**src/rtl/ab_index_sequencer_if.sv**
```systemverilog
// Index-pair stream bus for the sequence-A/B symbol memories.
// Master drives valid and indices; slave returns ready.
interface ab_index_sequencer_if #(
    parameter int BitAddr = 8
);
    logic               out_valid;
    logic               out_ready;
    logic [BitAddr:0]   index_a;
    logic [BitAddr:0]   index_b;

    modport master (
        output out_valid,
        output index_a,
        output index_b,
        input  out_ready
    );

    modport slave (
        input  out_valid,
        input  index_a,
        input  index_b,
        output out_ready
    );
endinterface

```
**src/rtl/ab_index_sequencer.sv**
```systemverilog
// Needleman-Wunsch A/B index sequencer: row-major fill scan and traceback walk.
// Optional macro TRACE_CHECK_EN: sticky err flag on illegal traceback moves.
module ab_index_sequencer #(
    parameter int N       = 128,
    parameter int M       = 128,
    parameter int BitAddr = $clog2(((N > M) ? N : M) + 1)
) (
    input  logic                        clk,
    input  logic                        rst,
    input  logic                        start_fill,
    input  logic                        start_trace,
    ab_index_sequencer_if.master        idx_bus,
    input  logic                        move_valid,
    input  logic [1:0]                  move,
    output logic                        busy,
    output logic                        fill_done,
    output logic                        trace_done,
    output logic                        err
);

    localparam int W = BitAddr + 1;
    localparam logic [BitAddr:0] LAST_A = W'(N);
    localparam logic [BitAddr:0] LAST_B = W'(M);
    localparam logic [BitAddr:0] ONE    = W'(1);
    localparam logic [BitAddr:0] ZERO   = '0;

    localparam logic [1:0] MV_DIAG = 2'b00;
    localparam logic [1:0] MV_UP   = 2'b01;
    localparam logic [1:0] MV_LEFT = 2'b10;

    typedef enum logic [1:0] {
        S_IDLE,
        S_FILL,
        S_FILL_DONE,
        S_TRACE
    } state_t;

    state_t           state;
    state_t           state_d;
    logic [BitAddr:0] idx_a;
    logic [BitAddr:0] idx_b;
    logic [BitAddr:0] idx_a_d;
    logic [BitAddr:0] idx_b_d;
    logic             valid_q;
    logic             valid_d;
    logic             fill_done_q;
    logic             trace_done_q;
    logic             trace_done_d;
    logic             beat;
    logic             move_fire;
    logic             move_ok;
    logic [BitAddr:0] mv_a;
    logic [BitAddr:0] mv_b;

`ifdef TRACE_CHECK_EN
    logic             err_q;
    logic             err_d;
`endif

    assign beat      = valid_q && idx_bus.out_ready;
    assign move_fire = beat && move_valid;

    // Decode a traceback move into its target indices and legality.
    always_comb begin
        move_ok = 1'b0;
        mv_a    = idx_a;
        mv_b    = idx_b;
        case (move)
            MV_DIAG: begin
                if (idx_a != ZERO && idx_b != ZERO) begin
                    move_ok = 1'b1;
                    mv_a    = idx_a - ONE;
                    mv_b    = idx_b - ONE;
                end
            end
            MV_UP: begin
                if (idx_a != ZERO) begin
                    move_ok = 1'b1;
                    mv_a    = idx_a - ONE;
                end
            end
            MV_LEFT: begin
                if (idx_b != ZERO) begin
                    move_ok = 1'b1;
                    mv_b    = idx_b - ONE;
                end
            end
            default: begin
                move_ok = 1'b0;
            end
        endcase
    end

    // Next-state and next-output logic for the sequencer FSM.
    always_comb begin
        state_d      = state;
        idx_a_d      = idx_a;
        idx_b_d      = idx_b;
        valid_d      = valid_q;
        trace_done_d = 1'b0;
`ifdef TRACE_CHECK_EN
        err_d        = err_q;
`endif
        case (state)
            S_IDLE, S_FILL_DONE: begin
                idx_a_d = ZERO;
                idx_b_d = ZERO;
                valid_d = 1'b0;
                if (start_fill) begin
                    state_d = S_FILL;
                    idx_a_d = ONE;
                    idx_b_d = ONE;
                    valid_d = 1'b1;
                end else if (start_trace) begin
                    state_d = S_TRACE;
                    idx_a_d = LAST_A;
                    idx_b_d = LAST_B;
                    valid_d = 1'b1;
                end
            end
            S_FILL: begin
                if (beat) begin
                    if (idx_b < LAST_B) begin
                        idx_b_d = idx_b + ONE;
                    end else if (idx_a < LAST_A) begin
                        idx_a_d = idx_a + ONE;
                        idx_b_d = ONE;
                    end else begin
                        state_d = S_FILL_DONE;
                        idx_a_d = ZERO;
                        idx_b_d = ZERO;
                        valid_d = 1'b0;
                    end
                end
            end
            S_TRACE: begin
                if (move_fire) begin
                    if (move_ok) begin
                        idx_a_d = mv_a;
                        idx_b_d = mv_b;
                        if (mv_a == ZERO && mv_b == ZERO) begin
                            state_d      = S_IDLE;
                            valid_d      = 1'b0;
                            trace_done_d = 1'b1;
                        end
                    end else begin
`ifdef TRACE_CHECK_EN
                        err_d = 1'b1;
`endif
                    end
                end
            end
            default: begin
                state_d = S_IDLE;
                idx_a_d = ZERO;
                idx_b_d = ZERO;
                valid_d = 1'b0;
            end
        endcase
    end

    // State and registered outputs; reset aborts any phase at once.
    always_ff @(posedge clk or negedge rst) begin
        if (!rst) begin
            state        <= S_IDLE;
            idx_a        <= ZERO;
            idx_b        <= ZERO;
            valid_q      <= 1'b0;
            fill_done_q  <= 1'b0;
            trace_done_q <= 1'b0;
        end else begin
            state        <= state_d;
            idx_a        <= idx_a_d;
            idx_b        <= idx_b_d;
            valid_q      <= valid_d;
            fill_done_q  <= (state_d == S_FILL_DONE);
            trace_done_q <= trace_done_d;
        end
    end

`ifdef TRACE_CHECK_EN
    // Sticky illegal-move flag, cleared only by reset.
    always_ff @(posedge clk or negedge rst) begin
        if (!rst) begin
            err_q <= 1'b0;
        end else begin
            err_q <= err_d;
        end
    end

    assign err = err_q;
`else
    assign err = 1'b0;
`endif

    assign idx_bus.out_valid = valid_q;
    assign idx_bus.index_a   = idx_a;
    assign idx_bus.index_b   = idx_b;
    assign busy              = (state == S_FILL) || (state == S_TRACE);
    assign fill_done         = fill_done_q;
    assign trace_done        = trace_done_q;

endmodule

```
**src/flat_wrapper.sv**
```systemverilog
// flat-port wrapper written by rule: the top's interface ports become plain ports
module ab_index_sequencer_flat 
#(
    parameter int N       = 128,
    parameter int M       = 128,
    parameter int BitAddr = $clog2(((N > M) ? N : M) + 1)
)
  (clk, rst, start_fill, start_trace, move_valid, move, busy, fill_done, trace_done, err, idx_bus_out_valid, idx_bus_index_a, idx_bus_index_b, idx_bus_out_ready);
  ab_index_sequencer_if #(.BitAddr(BitAddr)) idx_bus_i ();
  input  logic clk;
  input  logic rst;
  input  logic start_fill;
  input  logic start_trace;
  input  logic move_valid;
  input  logic [1:0] move;
  output logic busy;
  output logic fill_done;
  output logic trace_done;
  output logic err;
  output wire logic [$bits(idx_bus_i.out_valid)-1:0] idx_bus_out_valid;
  output wire logic [$bits(idx_bus_i.index_a)-1:0] idx_bus_index_a;
  output wire logic [$bits(idx_bus_i.index_b)-1:0] idx_bus_index_b;
  input wire logic [$bits(idx_bus_i.out_ready)-1:0] idx_bus_out_ready;
  assign idx_bus_out_valid = idx_bus_i.out_valid;
  assign idx_bus_index_a = idx_bus_i.index_a;
  assign idx_bus_index_b = idx_bus_i.index_b;
  assign idx_bus_i.out_ready = idx_bus_out_ready;
  ab_index_sequencer #(.N(N), .M(M), .BitAddr(BitAddr)) u_core (.clk(clk), .rst(rst), .start_fill(start_fill), .start_trace(start_trace), .idx_bus(idx_bus_i), .move_valid(move_valid), .move(move), .busy(busy), .fill_done(fill_done), .trace_done(trace_done), .err(err));
endmodule
```
**config.mk**
```make
export PLATFORM = sky130hd
export DESIGN_NAME = ab_index_sequencer_flat
export DESIGN_NICKNAME = d
export VERILOG_FILES = /design/src/rtl/ab_index_sequencer_if.sv /design/src/rtl/ab_index_sequencer.sv /design/src/flat_wrapper.sv
export SDC_FILE = /design/constraint.sdc
export NUM_CORES = 1
export LEC_CHECK = 0
export CORE_UTILIZATION = 55
export DETAILED_ROUTE_END_ITERATION = 10
export DONT_BUFFER_PORTS = 1
export MAX_ROUTING_LAYER = met4
export PLACE_DENSITY = 0.79
export SLEW_MARGIN = 20
export SYNTH_ARGS = -nofsm -noshare
export SYNTH_HDL_FRONTEND = slang
export SYNTH_SLANG_ARGS = --single-unit
export TNS_END_PERCENT = 10
```
**constraint.sdc**
```tcl
create_clock -name clk -period 3.38 [get_ports clk]
set_clock_uncertainty 0.15 [all_clocks]
set_input_delay 0.507 -clock clk [delete_from_list [all_inputs] [get_ports clk]]
set_output_delay 0.507 -clock clk [all_outputs]
set_load 0.1 [all_outputs]
```
==> results.sh, run 1 <==
export IMPL_status="finished, final reports clean"
export IMPL_synth_seq_area_share_pct=26.8
export IMPL_grt_use_total_pct=34.5
export IMPL_core_area_um2=3720
export IMPL_fin_crit_sh_pct=89.7
export IMPL_top_layer_used="met4"
export IMPL_wl_met2_um=2810
export IMPL_rrSetupSlack_ps=350
export IMPL_cts_buffers=3
export IMPL_grt_pass1_wl_um=10800
export IMPL_worstPathArrival_ps=3030
export IMPL_yosysUniqueCellTypes=61
export IMPL_drc=0
export IMPL_synth_nets=298
export IMPL_clkSinkCount=23
export IMPL_maxCapViolCount=0
export IMPL_crit_fanout=7
export IMPL_synth_flop_cell="dfrtp_1"
export IMPL_ant_nets=0
export IMPL_drt_pass1_iter_count=5
export IMPL_yosys_top_cells_area="dfrtp_1, nor2_1, o21ai_0"
export IMPL_slowest_stage="or4b_1"
export IMPL_setup_viol=0
export IMPL_grt_max_degree=24
export IMPL_max_freq_ghz=0.330
export IMPL_num_rows=22
export IMPL_io_pins=31
export IMPL_synth_area_um2=2150
export IMPL_min_path_type="in -> async"
export IMPL_final_max_slew_viol_count=0
export IMPL_die_area_um2=4160
export IMPL_clk_pin_slew_ps=90
export IMPL_synth_top_area_share_pct=26.8
export IMPL_slew_headroom_pct=40.9
export IMPL_cp_end_kind="register"
export IMPL_htreeDepth=1
export IMPL_final_net_count=309
export IMPL_dr_wl_met3_um=694
export IMPL_vias_per_cell=6.76
export IMPL_syn_inst=284
export IMPL_drive_gt1_share_pct=15.6
export IMPL_drt_iter0_drc=291
export IMPL_die_h_um=64.5
export IMPL_rr_worst_depth=9
export IMPL_n_antenna_cell=0
export IMPL_period_needed_ps=3030
export IMPL_cp_cell_sequence="inv_1 > ha_1 > or4b_1 > or3_1 > nand4_1 > xnor2_1 > o2111ai_1 > nor4_1 > a21oi_1"
export IMPL_cts_tree="built"
export IMPL_cts_root_buf="clkbuf_8"
export IMPL_slowest_delay_ps=510
export IMPL_gp_congestion=1.04
export IMPL_antenna_found_initial=0
export IMPL_rsz0062_at_grt="false"
export IMPL_die_x_um=64.5
export IMPL_ys_seq_elements=23
export IMPL_grt_pass1_vias=2129
export IMPL_ys_warn_count=0
export IMPL_yosysTopAreaCell="dfrtp_1"
export IMPL_clock_latency_ps=280
export IMPL_crit_type="reg -> reg"
export IMPL_synth_avg_cell_area_um2=7.57
export IMPL_worstPathRequired_ps=3380
export IMPL_grt_overflow=0
export IMPL_fin_util_pct=63.3
export IMPL_worst_slew_pin_transition_ps=888
export IMPL_wl_met1_um=2880
export IMPL_dpl_hpwl_um=4900
export IMPL_vias=2312
export IMPL_start_util_pct=57.9
export IMPL_post_place_ws_ps=440
export IMPL_r2r_start="u_core.idx_bus.index_a[1]$_DFFE_PN0P_"
export IMPL_area_delta_synth_final_pct=9.31
export IMPL_wl_per_cell_um=18.9
export IMPL_final_hold_viol_count=0
export IMPL_synth_edf_count=0
export IMPL_fin_setup_tns_ps=0
export IMPL_io_buffers=0
export IMPL_clockBufferDepth=2
export IMPL_reg2reg_to="u_core.idx_bus.out_valid$_DFFE_PN0P_"
export IMPL_drt_total_wl_um=6460
export IMPL_fin_ws_ps=350
export IMPL_cts_setup_buffers=0
export IMPL_crit_path_start_kind="register"
export IMPL_async_flop_share_pct=100
## cells by family (layout without fill, tap and decap cells)
logic type | count (synthesis) | after routing | synth area share, %
mux | 3 | 3 | 1.40
fa+ha+maj | 6 | 6 | 3.49
compound gates | 96 | 96 | 30.8
buf+inv | 30 | 40 | 6.05
simple gates | 121 | 121 | 29.7
other cells | 1 | 1 | 0.174
xor+xnor | 4 | 4 | 1.63
flops | 23 | 23 | 26.8
## metal layers
metal | vias up | track usage (%)
li1 | 1090 | -
met1 | 1093 | 50.7
met2 | 123 | 50.1
met3 | 6 | 4.93
met4 | 0 | 7.22
met5 | - | -
## cell usage after synthesis, types with 2 or more instances
master and count:
a32oi_1 3, nand2_1 25, a31oi_1 9, a41oi_1 2
and3_1 2, nor2_1 37, xor2_1 2, a31o_2 2
xnor2_1 2, nor3_2 2, a21oi_1 14, o22ai_1 2
dfrtp_1 23, and2_1 5, a221oi_1 2, o41ai_1 5
nand4_1 9, clkbuf_1 11, o31ai_1 7, nor2b_1 2
o21ai_0 26, or2_2 3, and4_1 2, nor4_1 7
o21a_1 3, nand3_1 9, mux2i_1 3, o2111ai_1 2
nor3_1 4, buf_2 5, or3_1 4, ha_1 6
inv_1 12, a22o_1 2, o211ai_1 2, nand4b_1 3
## worst max-delay path by stage
stage / start / end / slack [ps] / depth (start not counted)
2_1_floorplan: u_core.idx_bus.index_b[1]$_DFFE_PN0P_ / u_core.idx_bus.index_b[3]$_DFFE_PN0P_ / 110 / 9
3_3_place_gp: u_core.idx_bus.index_a[1]$_DFFE_PN0P_ / u_core.idx_bus.out_valid$_DFFE_PN0P_ / 530 / 9
3_5_place_dp: u_core.idx_bus.index_a[1]$_DFFE_PN0P_ / u_core.idx_bus.out_valid$_DFFE_PN0P_ / 440 / 9
4_1_cts: u_core.idx_bus.index_a[1]$_DFFE_PN0P_ / u_core.idx_bus.out_valid$_DFFE_PN0P_ / 400 / 9
5_1_grt: u_core.idx_bus.index_a[1]$_DFFE_PN0P_ / u_core.idx_bus.out_valid$_DFFE_PN0P_ / 180 / 9
6_report: u_core.idx_bus.index_a[1]$_DFFE_PN0P_ / u_core.idx_bus.out_valid$_DFFE_PN0P_ / 350 / 9
## flip-flops by register name, summed over array words and instances (netlist names)
name                      cells
u_core.idx_bus.index_a        9
u_core.fill_done              1
u_core.state                  2
u_core.idx_bus.index_b        9
u_core.idx_bus.out_valid      1
u_core.trace_done             1
## per-stage QoR
step / cell area (um2) / cells / hold WS [ps]
after detailed placement: 2300 / 337 / 61.9
after global routing: 2350 / 342 / 95.8
after floorplan: 2150 / 284 / 61.4
after global placement: 2300 / 337 / 61.9
final: 2350 / 342 / 43.4
after CTS: 2360 / 342 / 261
## area by class of cell
class	count	area, um2
clock buffer	3	41.3
clock inverter	1	5.00
timing repair buffer	24	178
fill	350	1370
inverter	12	45.0
sequential	23	577
multi-input combinational	231	1450
tap	48	60.1
## layout by cell type, fill, tap and decap left out, drive strengths merged, types with 5 or more instances in the layout
cell type / Yosys / final
nor3: 6 / 6
nand3: 10 / 10
a31oi: 10 / 10
inv: 12 / 12
a21oi: 14 / 14
o41ai: 5 / 5
nor2: 37 / 37
nand2: 25 / 25
o21ai: 27 / 27
nor4: 8 / 8
dfrtp: 23 / 23
ha: 6 / 6
o31ai: 7 / 7
and2: 5 / 5
nand4: 9 / 9
buf: 7 / 24
## worst max-delay path: cells and delay by family (launching register included)
family,cells,cell delay [ps]
simple gates,4,1640
flops,1,380
compound gates,2,270
fa+ha+maj,1,200
xor+xnor,1,150
buf+inv,1,110
## what timing repair did
action | 4_1_cts | 5_1_grt
endpoints found under the hold margin | 23 | 0
resized for setup | 0 | 0
hold buffers | 1 | 0
Power of run 1 is not shown: default switching activity piles up to over one toggle a cycle in this logic, so the estimate is an artifact.
==> run 2, diff against run 1 <==
--- a/config.mk
+++ b/config.mk
@@ -5,6 +5,7 @@
 export SDC_FILE = /design/constraint.sdc
 export NUM_CORES = 1
 export LEC_CHECK = 0
+export CAP_MARGIN = 20
 export CORE_UTILIZATION = 55
 export DETAILED_ROUTE_END_ITERATION = 10
 export DONT_BUFFER_PORTS = 1
==> results of run 2 <==
The final DEF is identical to that of run 1; final timing and power are the same.
Power of run 2 is left out for the same reason.
